==> config.mk <==
export PLATFORM = sky130hd
export DESIGN_NAME = iob_regfile_np
export DESIGN_NICKNAME = d
export VERILOG_FILES = /design/src/rtl/iob_regfile_np.sv
export SDC_FILE = /design/constraint.sdc
export NUM_CORES = 1
export LEC_CHECK = 0
export CAP_MARGIN = 20
export CORE_ASPECT_RATIO = 0.8
export CORE_MARGIN = 1
export CORE_UTILIZATION = 30
export CTS_CLUSTER_DIAMETER = 50
export DETAILED_ROUTE_END_ITERATION = 10
export SKIP_CTS_REPAIR_TIMING = 1
export SLEW_MARGIN = 40
export SYNTH_ARGS = -nofsm -noshare
export SYNTH_HDL_FRONTEND = slang
export SYNTH_SLANG_ARGS = --single-unit
==> constraint.sdc <==
create_clock -name clk_i -period 3.7 [get_ports clk_i]
set_clock_uncertainty 0.2 [all_clocks]
set_input_delay 0.74 -clock clk_i [delete_from_list [all_inputs] [get_ports clk_i]]
set_output_delay 0.74 -clock clk_i [all_outputs]
set_load 0.01 [all_outputs]
==> src/rtl/iob_regfile_np.sv <==
// rtl/iob_regfile_np.sv - multi-port register file with registered reads and sequential clear engine
//
// Purpose: 2**ADDR_W x DATA_W register file with N_W write ports and N_R
// registered read ports. A clear engine sweeps every entry to zero after
// reset or on a clr_i pulse. Writes are blocked while it runs, and reads
// return zero.
//
// Optional feature macro: IOB_REGFILE_NP_BYPASS_EN
//   defined   - read of an address written on the same edge returns new data
//   undefined - same case returns the old stored data
//
// Ports:
//   clk_i    clock, rising edge
//   rst_i    synchronous active-high reset; overrides cke_i
//   cke_i    clock enable; low freezes all state
//   clr_i    clear request pulse (ignored while busy)
//   busy_o   clear sweep in progress
//   wen_i    per-port write enable
//   waddr_i  packed write addresses, port k at [k*ADDR_W +: ADDR_W]
//   wdata_i  packed write data, port k at [k*DATA_W +: DATA_W]
//   ren_i    per-port read enable
//   raddr_i  packed read addresses, port j at [j*ADDR_W +: ADDR_W]
//   rdata_o  packed registered read data, port j at [j*DATA_W +: DATA_W]

module iob_regfile_np #(
  parameter int ADDR_W = 3,
  parameter int DATA_W = 21,
  parameter int N_W    = 2,
  parameter int N_R    = 2
) (
  input  logic                   clk_i,
  input  logic                   rst_i,
  input  logic                   cke_i,
  input  logic                   clr_i,
  output logic                   busy_o,
  input  logic [N_W-1:0]         wen_i,
  input  logic [N_W*ADDR_W-1:0]  waddr_i,
  input  logic [N_W*DATA_W-1:0]  wdata_i,
  input  logic [N_R-1:0]         ren_i,
  input  logic [N_R*ADDR_W-1:0]  raddr_i,
  output logic [N_R*DATA_W-1:0]  rdata_o
);

  localparam int DEPTH = 2 ** ADDR_W;

  typedef enum logic {IDLE = 1'b0, SWEEP = 1'b1} state_t;

  state_t              state;
  logic [ADDR_W-1:0]   cnt;
  logic [DATA_W-1:0]   mem [DEPTH];
  logic [DATA_W-1:0]   rd_next [N_R];

  assign busy_o = (state == SWEEP);

  // Read value per port before the enable/sweep gating. With bypass, later
  // (higher-index) matching write ports override earlier ones.
  always_comb begin
    for (int j = 0; j < N_R; j++) begin
      rd_next[j] = mem[raddr_i[j*ADDR_W +: ADDR_W]];
`ifdef IOB_REGFILE_NP_BYPASS_EN
      if (state == IDLE) begin
        for (int k = 0; k < N_W; k++) begin
          if (wen_i[k] && (waddr_i[k*ADDR_W +: ADDR_W] == raddr_i[j*ADDR_W +: ADDR_W]))
            rd_next[j] = wdata_i[k*DATA_W +: DATA_W];
        end
      end
`endif
    end
  end

  always_ff @(posedge clk_i) begin
    if (rst_i) begin
      state   <= SWEEP;
      cnt     <= '0;
      rdata_o <= '0;
    end else if (cke_i) begin
      for (int j = 0; j < N_R; j++) begin
        if (ren_i[j])
          rdata_o[j*DATA_W +: DATA_W] <= (state == SWEEP) ? '0 : rd_next[j];
      end
      case (state)
        SWEEP: begin
          mem[cnt] <= '0;
          cnt      <= cnt + ADDR_W'(1);
          if (&cnt)
            state <= IDLE;
        end
        default: begin
          // Ascending loop: the last non-blocking assignment wins, so the
          // highest-index port takes a conflicting address.
          for (int k = 0; k < N_W; k++) begin
            if (wen_i[k])
              mem[waddr_i[k*ADDR_W +: ADDR_W]] <= wdata_i[k*DATA_W +: DATA_W];
          end
          if (clr_i) begin
            state <= SWEEP;
            cnt   <= '0;
          end
        end
      endcase
    end
  end

endmodule

==> out/summary.json, run 1 <==
{
  "status": "complete, no violations",
  "synth-async-reset-ratio_pct": 0,
  "clock-sinks": 214,
  "synth_top_cell_by_area": "edfxtp_1",
  "cp_max_fo": 12,
  "timing.critical_path.to_type": "output pin",
  "timing.max_cap.violations": 0,
  "grt_pass1_wl_um": 54800,
  "dieWidth_um": 224,
  "dominantRegCellSynth": "edfxtp_1",
  "crit_path_start_kind": "flop",
  "finished_layout_cells": 1491,
  "vdd.ir_drop.worst_mv": 0.224,
  "worstPathArrival_ns": 1.76,
  "synth_sequential_area_ratio_pct": 50.4,
  "total_via_count_after_detailed_routing": 7906,
  "design.portCount": 105,
  "power_switching_share_pct": 22.4,
  "worst_pin_slew_ns": 0.699,
  "hold_slack_ns": 0.290,
  "dr.first_iter.drc_count": 631,
  "grt_pass1_vias": 8195,
  "start_util_pct": 30.7,
  "signed_area_change_from_the_synthesized_netlist_to_the_final_layout_pct": 21.4,
  "number_of_nets_still_failing_antenna_checks_after_routing": 0,
  "die_h_um": 180,
  "synth_warnings": 0,
  "grt_overflow_total": 0,
  "worst_setup_hold_path_clk_slew_ns": 0.06,
  "slew-limit-headroom_pct": 53.4,
  "synthesis.nets": 913,
  "cts_max_level": 1,
  "p_sw_mw": 1.31,
  "path_delay_family": "buffers and inverters",
  "synth_top_area_share_pct": 42.6,
  "dp_cells": 1437,
  "slew_violations": 0,
  "cell_internal_pwr_mw": 4.54,
  "routed_wire_length_per_instance_um": 24.5,
  "power_frac_clock_pct": 48.9,
  "hold_viol": 0,
  "insertedDiodeCount": 0,
  "power_frac_seq_pct": 44.5,
  "finalNetCount": 1004,
  "dp.final_hpwl_um": 23600,
  "cts-root-to-sink-buffers": 3,
  "cts_root_buffer": "clkbuf_16",
  "die_area_um2": 40300,
  "antenna_violations_before_repair": 0,
  "drive_gt1_share_pct": 32.4,
  "path_buf_inv": 1,
  "ys_types": 34,
  "min-delay-path-class": "flop to flop",
  "core.rowCount": 64,
  "critical_path_data_required_time_ns": 2.76,
  "grt_start_max_net_pins": 49,
  "portBuffers": 104,
  "detailedRoute.firstPassIterationCount": 4,
  "synth.avg_cell_area_um2": 13.9,
  "design_power_total_mw": 5.84,
  "routed_wl_um": 36600,
  "finalSetupViolations": 0,
  "synth_enable_flop_cells": 168,
  "rsz_0062_raised_after_global_routing": "false",
  "fillers": 3659,
  "period_share_pct": 73.0,
  "track_usage_pct": 18.2,
  "criticalPathCategory": "flop to output pin",
  "critical_path.max_stage_delay_ns": 0.63,
  "gp_routability_congestion": 0.776,
  "min_period_ns": 2.70,
  "insertion_delay_ns": 0.54,
  "power_leakage_nw": 5.04,
  "p_comb_share_pct": 6.6,
  "via_per_inst": 5.30,
  "syn-instance-count": 849,
  "detail_route.drc_violations": 0,
  "syn_area_um2": 11800,
  "power-per-cell-area_nw_per_um2": 407,
  "max_clock_freq_mhz": 370,
  "synth-seq-cells": 214,
  "worstPathCellList": "clkdlybuf4s50_1",
  "cp_slowest_cell": "clkdlybuf4s50_1",
  "fp.coreArea_um2": 38500,
  "cts_made_buffers": 29,
  "yosys-top-cells-area": "edfxtp_1, mux2_2, mux4_2",
  "tritoncts": "built",
  "tns_setup_ns": 0
}
final timing paths:
path | start | end | slack, ns | cells after the start
worst max register to register | busy_o$_SDFFE_PP1P_ | mem[7][5]$_DFFE_PP_ | 1.22 | 5
worst min-delay path | rdata_o[36]$_SDFFE_PP0P_ | rdata_o[36]$_SDFFE_PP0P_ | 0.29 | 2
worst max-delay path | busy_o$_SDFFE_PP1P_ | busy_o | 1.00 | 1
worst min register to register | rdata_o[36]$_SDFFE_PP0P_ | rdata_o[36]$_SDFFE_PP0P_ | 0.29 | 2
layer usage:
layer	wire [um]	track usage (%)	up-vias	share of wire, %
met4	796	4.60	0	2.2
met5	0	0	-	0
met3	2560	2.91	52	7.0
met1	16700	26.1	4018	46
met2	16600	28.5	332	45
li1	-	-	3504	-
cell usage after synthesis, types with 3 or more instances:
cell type  instances
a22oi_1           42
a31oi_1            4
a32oi_1           44
and2_1            26
buf_2             22
buf_4             15
buf_6             17
clkbuf_1          35
dfxtp_1           46
edfxtp_1         168
mux2_1             3
mux2_2           165
mux2i_1           85
mux4_2            42
nand2_1            7
nand2_2            3
nand2b_1          43
nor2_1            50
nor2b_1            5
o21ai_0            6
o21bai_1           4
through the flow:
step,instance area [um^2],worst slack (ns),utilization [%]
2_1_floorplan,11800,0.120,-
3_3_place_gp,13400,0.496,34.8
3_5_place_dp,13400,0.455,34.8
4_1_cts,14400,0.995,37.3
5_1_grt,14400,0.817,37.3
6_report,14400,1.00,37.3
kinds of logic (layout without fill, tap and decap cells):
logic type / after synthesis / in the layout / share of synthesized area, %
multiplexers: 295 / 295 / 31.2
flip-flops: 214 / 214 / 50.4
buffers and inverters: 91 / 205 / 4.67
adder cells (fa/ha/maj): 2 / 2 / 0.211
AO/OA/AOI/OAI: 102 / 102 / 6.76
AND/OR/NAND/NOR: 145 / 145 / 6.80
sequential cells by signal (all words and copies together), names as in the netlist:
| signal | cells |
|---|---|
| busy_o | 1 |
| rdata_o | 42 |
| mem | 168 |
| cnt | 3 |
area by class of cell:
cell class              instances  area, um^2  share of cell area, %
multi-input cells             544        5350                   37.2
well taps                     528         661                   4.60
flip-flops and latches        214        5970                   41.5
repair buffers                149        1410                   9.78
clock inverters                19         235                   1.64
inverters                       2        7.51                 0.0522
clock buffers                  35         748                   5.20
cells in the final DEF, fill, tap and decap left out, types with 3 or more instances in the layout:
cell type / synthesis / layout
clkdlybuf4s50_1: 0 / 101
nor2_1: 50 / 50
nand2b_1: 43 / 43
clkinv_1: 0 / 6
clkinv_4: 0 / 3
o21bai_2: 0 / 4
bufinv_16: 0 / 5
nand2_2: 3 / 3
buf_4: 15 / 44
mux2_2: 165 / 165
nor2b_1: 5 / 4
clkbuf_1: 35 / 6
dfxtp_1: 46 / 46
mux4_2: 42 / 42
and2_1: 26 / 26
a31oi_1: 4 / 4
o21ai_2: 0 / 4
edfxtp_1: 168 / 168
mux2_1: 3 / 3
clkinvlp_4: 0 / 3
buf_12: 0 / 3
mux2i_1: 85 / 85
clkbuf_16: 0 / 29
a32oi_1: 44 / 44
nand2_1: 7 / 7
a22oi_1: 42 / 42
power groups by stage:
| stage | Combinational [mW] | Sequential, mW | Clock, mW |
|---|---|---|---|
| 2_1_floorplan | 0.195 | 2.65 | 0 |
| 3_3_place_gp | 0.382 | 2.65 | 0 |
| 3_5_place_dp | 0.385 | 2.65 | 0 |
| 4_1_cts | 0.386 | 2.60 | 2.89 |
| 5_1_grt | 0.407 | 2.60 | 3.00 |
| 6_report | 0.387 | 2.60 | 2.86 |
(Power assumes the default switching activity.)
==> run 2: changes to the inputs <==
==> constraint.sdc (replaced) <==
create_clock -name clk_i -period 2.6 [get_ports clk_i]
set_clock_uncertainty 0.2 [all_clocks]
set_input_delay 0.52 -clock clk_i [delete_from_list [all_inputs] [get_ports clk_i]]
set_output_delay 0.52 -clock clk_i [all_outputs]
set_load 0.01 [all_outputs]
==> run 2 against run 1 <==
Net effect:
- total power grew 36%
- wire length fell by 2.9%
- sequential cell count unchanged
- critical endpoint is now mem[6][4]$_DFFE_PP_
- highest routed layer unchanged
==> out/summary.json, run 2 (same netlist as run 1, synthesis figures left out) <==
{
  "power-per-cell-area_nw_per_um2": 536,
  "vdd.ir_drop.worst_mv": 0.447,
  "track_usage_pct": 17.6,
  "core.rowCount": 64,
  "max_clock_freq_mhz": 432,
  "grt_overflow_total": 0,
  "hold_slack_ns": 0.0973,
  "detailedPlace.worstSlack_ns": -0.240,
  "rsz_0062_raised_after_global_routing": "false",
  "detail_route.drc_violations": 0,
  "timing.max_cap.violations": 0,
  "via_per_inst": 5.24,
  "status": "complete, no violations",
  "cp_max_fo": 11,
  "grt_start_max_net_pins": 43,
  "start_util_pct": 30.7,
  "signed_area_change_from_the_synthesized_netlist_to_the_final_layout_pct": 25.0,
  "dp.final_hpwl_um": 23400,
  "antenna_violations_before_repair": 1,
  "largest_registers": "mem: 168 flops, rdata_o: 42 flops, cnt: 3 flops",
  "insertion_delay_ns": 0.53,
  "cp_slowest_cell": "clkdlybuf4s50_1",
  "cts_made_buffers": 27,
  "crit_path_start_kind": "input port",
  "design.portCount": 105,
  "grt_pass1_vias": 8247,
  "gp_routability_congestion": 0.767,
  "hold_viol": 0,
  "finalSetupViolations": 0,
  "cts_max_level": 1,
  "worst_pin_slew_ns": 0.554,
  "drive_gt1_share_pct": 33.9,
  "cts_root_buffer": "clkbuf_16",
  "routed_wl_um": 35500,
  "layout_common_cells": "edfxtp_1, mux2_2, clkdlybuf4s50_1, mux2i_1, nor2_1",
  "finalNetCount": 1026,
  "number_of_flip_flops_under_the_largest_register_name": 168,
  "worstPathArrival_ns": 2.40,
  "largest-register": "mem",
  "dp_cells": 1461,
  "worstPathCellList": "clkdlybuf4s50_1, nor4bb_1, and2b_1, and3_1, buf_4, mux2_2",
  "stdcell_area_um2": 14800,
  "routed_wire_length_per_instance_um": 23.5,
  "finished_layout_cells": 1511,
  "min-delay-path-class": "input port to flop",
  "die_h_um": 180,
  "fp.coreArea_um2": 38500,
  "detailedRoute.firstPassIterationCount": 5,
  "worst_setup_hold_path_clk_slew_ns": 0.06,
  "portBuffers": 104,
  "min_period_ns": 2.32,
  "criticalPathCategory": "input port to flop",
  "die_area_um2": 40300,
  "worst_slack_ns": 0.285,
  "timing.critical_path.to_type": "flop",
  "dr.first_iter.drc_count": 673,
  "critical_path.max_stage_delay_ns": 0.44,
  "slew-limit-headroom_pct": 63.1,
  "tritoncts": "built",
  "dieWidth_um": 224,
  "critical_path_data_required_time_ns": 2.68,
  "number_of_nets_still_failing_antenna_checks_after_routing": 0,
  "slew_violations": 0,
  "tns_setup_ns": 0,
  "total_via_count_after_detailed_routing": 7919,
  "cts-root-to-sink-buffers": 3,
  "place_area_um2": 13900,
  "clock-sinks": 214,
  "period_share_pct": 89.1,
  "mostFrequentLayoutCell": "edfxtp_1",
  "power_leakage_nw": 5.22,
  "grt_pass1_wl_um": 52900
}
[run 2: power breakdown]
part / total [mW] / internal [mW] / switching [mW]
sequential: 3.70 / 3.68 / 0.0183
combinational: 0.577 / 0.265 / 0.313
clock: 3.65 / 2.20 / 1.45
total: 7.93 / 6.14 / 1.78
[run 2: final timing paths]
kind | start | end | slack (ns) | cells after the start
max | wen_i[1] | mem[6][4]$_DFFE_PP_ | 0.28 | 6
min | rst_i | cnt[0]$_SDFFE_PP0P_ | 0.1 | 2
max reg2reg | busy_o$_SDFFE_PP1P_ | mem[6][4]$_DFFE_PP_ | 0.41 | 5
min reg2reg | rdata_o[16]$_SDFFE_PP0P_ | rdata_o[16]$_SDFFE_PP0P_ | 0.29 | 2
[run 2: cell type report]
cell class / instances / area (um^2)
Fill cell: 3609 / 23700
Sequential cell: 214 / 5970
Multi-Input combinational cell: 544 / 5350
Timing Repair Buffer: 173 / 1950
Clock buffer: 33 / 698
Tap cell: 528 / 661
Clock inverter: 16 / 159
Inverter: 2 / 7.51
Antenna cell: 1 / 2.50
[run 2: layer usage]
metal	part of all wire (%)	GRT usage (%)	routed length [um]
met3	6.3	2.93	2220
met4	2.2	4.44	799
met5	0	0	0
met1	44	23.8	15600
met2	48	29.2	16900
[run 2: metrics by stage]
| stage | power [mW] | util, % |
|---|---|---|
| floorplan | 4.04 | - |
| global placement | 4.34 | 36.2 |
| detailed placement | 4.35 | 36.2 |
| CTS | 7.98 | 38.4 |
| global route | 8.15 | 38.4 |
| finish | 7.93 | 38.4 |
[run 2: worst max-delay path, delay by kind of cell]
kind,cells,cell delay [ns]
muxes,1,0.37
buffers and inverters,2,0.71
and+or+nand+nor,3,0.79
==> run 3: changes to the inputs <==
--- a/config.mk
+++ b/config.mk
@@ -5,12 +5,12 @@
 export SDC_FILE = /design/constraint.sdc
 export NUM_CORES = 1
 export LEC_CHECK = 0
-export CAP_MARGIN = 20
 export CORE_ASPECT_RATIO = 0.8
 export CORE_MARGIN = 1
 export CORE_UTILIZATION = 30
 export CTS_CLUSTER_DIAMETER = 50
 export DETAILED_ROUTE_END_ITERATION = 10
+export GPL_ROUTABILITY_DRIVEN = 0
 export SKIP_CTS_REPAIR_TIMING = 1
 export SLEW_MARGIN = 40
 export SYNTH_ARGS = -nofsm -noshare
==> results of run 3 <==
Same layout as run 2: the final DEF is identical, and so are final timing and power.
